$ cat src/rtl/time_set_ctrl.sv
// Mode/sequencing controller for the clock counter chain: 1 Hz tick in RUN,
// set-mode FSM with per-field increment pulses, auto-repeat, blink and timeout.
module time_set_ctrl #(
    parameter int TICK_DIV     = 50000000,
    parameter int REPEAT_DELAY = 25000000,
    parameter int REPEAT_RATE  = 10000000,
    parameter int BLINK_DIV    = 12500000,
    parameter int TIMEOUT      = 500000000
) (
    input  logic       clk,
    input  logic       rst_n,
    input  logic       btn_mode,
    input  logic       btn_inc,
    output logic       tick_s,
    output logic       set_s,
    output logic       set_m,
    output logic       set_h,
    output logic [1:0] mode,
    output logic       blink
);
    localparam int HOLD_MAX = (REPEAT_DELAY > REPEAT_RATE) ? REPEAT_DELAY : REPEAT_RATE;
    localparam int TICK_W   = (TICK_DIV > 1) ? $clog2(TICK_DIV) : 1;
    localparam int HOLD_W   = (HOLD_MAX > 1) ? $clog2(HOLD_MAX) : 1;
    localparam int BLINK_W  = (BLINK_DIV > 1) ? $clog2(BLINK_DIV) : 1;
    localparam int INACT_W  = (TIMEOUT > 1) ? $clog2(TIMEOUT) : 1;

    typedef enum logic [1:0] {
        RUN   = 2'd0,
        SET_H = 2'd1,
        SET_M = 2'd2,
        SET_S = 2'd3
    } state_t;

    state_t state, next_state;

    logic               mode_q, inc_q;
    logic               mode_rise, inc_rise;
    logic               in_set, stay, timeout, press, fire;
    logic               armed, repeating;
    logic [TICK_W-1:0]  presc;
    logic [HOLD_W-1:0]  hold;
    logic [BLINK_W-1:0] bcnt;
    logic [INACT_W-1:0] inact;

    // The state register doubles as the observable mode output.
    assign mode = state;

    always_comb begin
        mode_rise  = btn_mode & ~mode_q;
        inc_rise   = btn_inc & ~inc_q;
        in_set     = (state != RUN);
        timeout    = in_set && !inc_rise && (inact == INACT_W'(TIMEOUT - 1));
        next_state = state;
        if (mode_rise) begin
            next_state = state_t'(state + 2'd1);
        end else if (timeout) begin
            next_state = RUN;
        end
        stay  = (next_state == state);
        press = in_set && inc_rise && stay;
        // armed drops on any state change, so a held button never repeats into a new field
        fire  = in_set && armed && btn_inc && stay &&
                (repeating ? (hold == HOLD_W'(REPEAT_RATE - 1))
                           : (hold == HOLD_W'(REPEAT_DELAY - 1)));
    end

    always_ff @(posedge clk or negedge rst_n) begin
        if (!rst_n) begin
            state     <= RUN;
            mode_q    <= 1'b0;
            inc_q     <= 1'b0;
            presc     <= '0;
            tick_s    <= 1'b0;
            set_s     <= 1'b0;
            set_m     <= 1'b0;
            set_h     <= 1'b0;
            hold      <= '0;
            armed     <= 1'b0;
            repeating <= 1'b0;
            blink     <= 1'b0;
            bcnt      <= '0;
            inact     <= '0;
        end else begin
            mode_q <= btn_mode;
            inc_q  <= btn_inc;
            state  <= next_state;

            if (state == RUN && next_state == RUN) begin
                if (presc == TICK_W'(TICK_DIV - 1)) begin
                    presc  <= '0;
                    tick_s <= 1'b1;
                end else begin
                    presc  <= presc + 1'b1;
                    tick_s <= 1'b0;
                end
            end else begin
                presc  <= '0;
                tick_s <= 1'b0;
            end

            set_h <= (press || fire) && (state == SET_H);
            set_m <= (press || fire) && (state == SET_M);
            set_s <= (press || fire) && (state == SET_S);

            if (press) begin
                hold      <= '0;
                armed     <= 1'b1;
                repeating <= 1'b0;
            end else if (fire) begin
                hold      <= '0;
                repeating <= 1'b1;
            end else if (armed && btn_inc && stay) begin
                hold <= hold + 1'b1;
            end else begin
                hold      <= '0;
                armed     <= 1'b0;
                repeating <= 1'b0;
            end

            if (next_state == RUN) begin
                blink <= 1'b0;
                bcnt  <= '0;
            end else if (!stay) begin
                blink <= 1'b1;
                bcnt  <= '0;
            end else if (bcnt == BLINK_W'(BLINK_DIV - 1)) begin
                blink <= ~blink;
                bcnt  <= '0;
            end else begin
                bcnt <= bcnt + 1'b1;
            end

            if (next_state == RUN || !stay || inc_rise || btn_inc) begin
                inact <= '0;
            end else begin
                inact <= inact + 1'b1;
            end
        end
    end
endmodule

$ cat config.mk
export PLATFORM = sky130hd
export DESIGN_NAME = time_set_ctrl
export DESIGN_NICKNAME = d
export VERILOG_FILES = /design/src/rtl/time_set_ctrl.sv
export SDC_FILE = /design/constraint.sdc
export NUM_CORES = 1
export LEC_CHECK = 0
export ABC_AREA = 0
export ABC_CLOCK_PERIOD_IN_PS = 2200
export CAP_MARGIN = 0
export CORE_MARGIN = 3
export CORE_UTILIZATION = 30
export DETAILED_ROUTE_END_ITERATION = 10
export PLACE_DENSITY_LB_ADDON = 0.25
export SETUP_SLACK_MARGIN = 0.2
export SLEW_MARGIN = 30
export SYNTH_ARGS = -nofsm -noshare
export SYNTH_HDL_FRONTEND = slang
export SYNTH_SLANG_ARGS = --single-unit
$ cat constraint.sdc
create_clock -name clk -period 2.2 [get_ports clk]
set_clock_uncertainty 0.1 [all_clocks]
set_input_delay 0.22 -clock clk [delete_from_list [all_inputs] [get_ports clk]]
set_output_delay 0.22 -clock clk [all_outputs]
set_load 0.01 [all_outputs]
### Word level (Yosys, flattened, before mapping)

Cells that the tools add are included.

* $add $sub $neg: 5
* equality and inequality tests: 13
* multiplexer cells: 22
* bitwise operators: 5
* reduce and logical (&&, ||, !) cells: 24

Operators with widths (count)
* 25-bit two-way mux: 3
* 24-bit two-way mux: 3
* 26-bit two-way mux: 2
* 29-bit by 1-bit adder with 29-bit output, second input constant: 1
* 29-bit == test, second input constant: 1
* 29-bit two-way mux: 1
* 26-bit by 1-bit adder with 26-bit output, second input constant: 1
* 26-bit == test, second input constant: 1
* 25-bit by 1-bit adder with 25-bit output, second input constant: 1
* 25-bit by 24-bit == test with 1-bit output, second input constant: 1
* 25-bit == test, second input constant: 1
* 24-bit by 1-bit adder with 24-bit output, second input constant: 1
* 24-bit == test, second input constant: 1
* 1-bit logical AND: 14
* 1-bit two-way mux: 11
* 2-bit == test, second input constant: 2
* 2-bit zero test: 2
* 1-bit logical OR: 4
* 2-bit two-way mux: 2
* 2-bit != test, second input constant: 2
* 3-bit by 1-bit != test with 1-bit output, second input constant: 1
* 3-bit != test, second input constant: 1
* 1-bit NOT: 3
* 2-bit by 1-bit adder with 2-bit output, second input constant: 1
* 6 further kinds: 8

* register bits after elaboration: 115
* bits of input ports: 4
* output and inout bits: 7
* logic and storage cells: 83

### Depth between registers and ports, before layout

* word-level depth: 13
* depth in mapped cells: 9
* mapped depth without buffers: 7

### Least setup slack after synthesis

No wires, ideal clock.

* kind: register -> register
* start point: reg state[0] (netlist: mode[0])
* end point: reg inact[24]
* library setup time: 0.118 ns
* arrival time: 2.098 ns
* data required time: 1.982 ns
* path slack: -0.116 ns
* stages on the path, launching flop included: 10
* path buffers: 2
* period minus slack after synthesis: 2.316 ns
* cells stage by stage: dfrtp_1 -> inv_1 -> ha_1 -> or4_1 -> nor4_2 -> a31oi_1 -> nand3b_1 -> buf_4 -> buf_6 -> nor2_1

* longest elaborated chain between the ends: 11
* elaborated cells on any way between the ends: 13
* those cells by class: 1 x add/sub; 1 x eq/ne; 3 x mux; 8 x reduce/logical

Ends and longest elaborated chain
* start, declared: line 34 `state_t state, next_state;`
* start signal, assigned: line 86 `state <= next_state;`
* 2-bit nonzero test: line 51 `in_set = (state != RUN);`
* 1-bit logical AND (2 in series): line 52 `timeout = in_set && !inc_rise && (inact == INACT_W'(TIMEOUT - 1));`
* 2-bit two-way mux: line 56 `end else if (timeout) begin`
* 2-bit two-way mux: line 54 `if (mode_rise) begin`
* 2-bit == test: line 59 `stay = (next_state == state);`
* 1-bit zero test: line 133 `if (next_state == RUN || !stay || inc_rise || btn_inc) begin`
* 1-bit logical OR (*) (3 in series): line 133
* 29-bit two-way mux (*): line 133
* end signal, assigned: line 136 `inact <= inact + 1'b1;`
* end, declared: line 43 `logic [INACT_W-1:0] inact;`

Every way passes the cells marked *; elsewhere a longest branch is shown, timed or not.
A chain may end at the register's enable or synchronous reset.

### Final worst setup path

* start point: reg inact[20]
* end point: reg inact[27]

* longest elaborated chain between the ends: 10
* elaborated cells on any way between the ends: 12
* those cells by class: 1 x add/sub; 2 x eq/ne; 3 x mux; 6 x reduce/logical

Ends and longest elaborated chain (line)
* 29-bit == test: 52
* 1-bit logical AND: 52
* 2-bit two-way mux: 56
* 2-bit two-way mux: 54
* 2-bit == test: 59
* 1-bit zero test: 133
* 1-bit logical OR (3 in series): 133
* 29-bit two-way mux (*): 133

Marked as above.

==> out/results.tsv <==
stage	metric	value	unit
drt	Routed WL	12100	um
synth	library cells used by synthesis	43	
synth	adder-cell share of the synthesized area	1.78	%
synth	post-synthesis compound-gate area fraction	1.56	%
synth	post-synthesis mux area share	0	%
place	DP Worst Slack	32.7	ps
timing	final worst slack	80.8	ps
drt	total via count in the routed design	4269	
final_layout	filler cell count in the final layout	1753	
die	initial core utilization	30.9	%
run	max_cap viols	0	
die	I/O pin cnt	11	
global_routing	most used routing layer	met2	
synth	Mapped Cells	569	
worst_hold_path	HP Class	input pin to asynchronous set/reset pin	
power	Peak VDD IR	0.000589	V
synth	FF+latch count, synth	115	
place	IO buf count	10	
final_layout	# nets final	646	
die	FP Rows	49	
clock_network	CTS clk-pin slew, worst paths	50	ps
clock_network	cts bufs inserted	17	
drt	detailed-route DRC error count	0	
global_routing	vias in the first global route	4259	
global_routing	met3 Use GR	3.82	%
synth	Post-Synthesis Cell Area	0.00562	mm2
timing	RSZ-0062 raised after global routing	yes	
power	Pwr Total	5.71	mW
synth	Post-Syn Nets	581	
place	dpl hpwl	7840	um
setup_path	Arrival @ worst endpoint	2330	ps
setup_path	Critical Setup Path Class	flip-flop to flip-flop	
global_routing	met2 Track Usage GR	18.8	%
power	Clock power frac	47.3	%
setup_path	Startpoint Class	flip-flop	
setup_path	Req. time, crit path	2410	ps
timing	Max Fclk	0.472	GHz
place	final estimated routing congestion in global placement	0.758	
setup_path	CP Max Fanout	14	
final_layout	Area Overhead vs Synth	28.1	%
global_routing	initial antenna violation count	0	
synth	top_reg_cell synth	dfrtp_1	
global_routing	first-pass GRT wire length	20300	um
synth	largest family of logic cells by synthesized area	simple AND/OR/NAND/NOR gates	
synth	Post-synth EDFFs	0	
drt	Pre-Repair DR Iteration Count	4	
setup_path	CP endpoint kind	flip-flop	
die	Core ar.	0.0182	mm2
timing	Slew headroom	74.3	%
timing	Final Cycle Share	96.3	%
power	Sw Ratio	24.7	%
synth	part of the Yosys area used for sequential elements	51.2	%
final_layout	final design area excluding fillers	0.00720	mm2
clock_network	Clock Sinks	115	
timing	Max Slew Vio Count	0	
global_routing	Remaining Overflow, GRT	0	
die	Die Wd	143	um
place	dpl cells	827	
power	Int Power	4.30	mW
timing	# setup viols final	0	
clock_network	CTS tree	built	
synth	Post-synth ARST share	100	%
drt	routed vias/inst	4.87	
power	Static Leak	3.00	nW
place	placed inst area	0.00626	mm2
synth	syn_area_per_cell	9.88	um2
final_layout	most frequent cells in the layout	dfrtp_1, nor2_1, xor2_1	
power	pwr dens	793	mW/mm2
power	combinational share of power	13.7	%
drt	average routed wire per standard cell	13.8	um
timing	final hold violations	0	
final_layout	non-filler cells, final	876	
clock_network	H-tree depth	4	
synth	Synth Area in XOR/XNOR	14.8	%
power	Flop pwr share	39.0	%
timing	Worst-Margin Slew	386	ps
clock_network	Max Buffers Root-to-Sink	2	
clock_network	Clock Latency Late Sink	420	ps
synth	Synth warnings	0	
status	outcome	completed	
synth	Synth Area in Simple Gates	28.3	%
final_layout	antenna cells	0	
final_layout	layout cell share with drive strength beyond 1	18.4	%
die	Die Y	143	um
drt	drt first-iter violations	199	
power	Switch Pwr	1.41	mW
global_routing	largest net degree at the start of global routing	73	
die	full die area	0.0204	mm2
global_routing	GRT Total Usage	12.5	%
global_routing	GRT met1 Usage	16.6	%
clock_network	root buffer cell	clkbuf_16	
final_layout	most common cell after layout, fill and taps aside	dfrtp_1	
timing	minimum clock period	2120	ps
drt	Routed Antenna Nets	0	
[cell families after synthesis]
logic type	after synthesis
simple gates	307
flops	115
xor+xnor	95
buf+inv	29
compound gates	15
fa+ha+maj	8
[synth_stat cells, types with 6 or more instances]
cell        n  area (um2)
and3_1     16         100
and4_1      9        78.8
clkbuf_1    8        30.0
dfrtp_1   115        2880
ha_1        8         100
inv_1      14        52.6
nand2_1    33         124
nand3_1    37         185
nand4_1    34         213
nor2_1    122         458
nor3_1     11        55.1
nor4_1      6        37.5
o21ai_0     7        35.0
xnor2_1    35         307
xor2_1     60         526
[final timing paths]
kind | start | slack, ps | cells past startpoint | end
setup / recovery | inact[20] | 80 | 7 | inact[27]
hold / removal | rst_n | 140 | 2 | hold[18]
setup reg to reg | inact[20] | 80 | 7 | inact[27]
hold reg to reg | hold[0] | 380 | 1 | hold[0]
max in group asynchronous | rst_n | 1160 | 3 | mode[0]
min in group clk | btn_mode | 220 | 1 | mode_q
[sequential cells by signal (all words and copies together) (netlist names), 2 cells and up]
register,flops
inact,29
presc,26
hold,25
bcnt,24
mode,2
[worst max-delay path, cell delays in order (launching register included)]
cell	delay, ps
dfrtp_1	370
or4bb_1	550
nor4_4	320
a31oi_2	150
nand3b_1	160
buf_12	140
clkbuf_16	160
nor2_1	50
[power groups by stage]
| stage | Combinational [mW] | Clock, mW | Sequential, mW |
|---|---|---|---|
| 6_report | 0.783 | 2.70 | 2.23 |
| 5_1_grt | 0.854 | 2.88 | 2.23 |
| 4_1_cts | 0.651 | 2.78 | 2.22 |
| 3_5_place_dp | 0.541 | 0 | 2.26 |
| 3_3_place_gp | 0.532 | 0 | 2.26 |
| 2_1_floorplan | 0.282 | 0 | 2.27 |
[area by class of cell]
cell class | count | area (um2) | area share [%]
Clock buffer | 22 | 474 | 6.59
Clock inverter | 10 | 106 | 1.48
Inverter | 14 | 55.1 | 0.765
Multi-Input combinational cell | 425 | 2770 | 38.5
Sequential cell | 115 | 2880 | 40.0
Tap cell | 229 | 287 | 3.98
Timing Repair Buffer | 61 | 626 | 8.69
[layer usage]
| metal | up-vias | routed length, um |
|---|---|---|
| met4 | 0 | 188 |
| met5 | - | 0 |
| met2 | 51 | 5690 |
| met3 | 18 | 408 |
| met1 | 2114 | 5800 |
| li1 | 2086 | - |
[repair_timing]
item	4_1_cts	5_1_grt
pin swaps	5	12
cloned	1	3
endpoints found under the hold margin	43	0
resized for setup	11	28
hold buffers	1	0
setup buffers	8	4
setup endpoints to repair	83	87
[stage by stage]
stage | TNS [ps] | hold WS [ps] | utilization (%)
after floorplan | 0 | -176 | -
after global placement | 0 | 41.0 | 34.4
after detailed placement | 0 | 50.6 | 34.4
after CTS | 0 | 139 | 38.3
after global routing | -360 | 164 | 39.5
final | 0 | 144 | 39.5
Note: power is estimated with default switching activity, not from simulation.
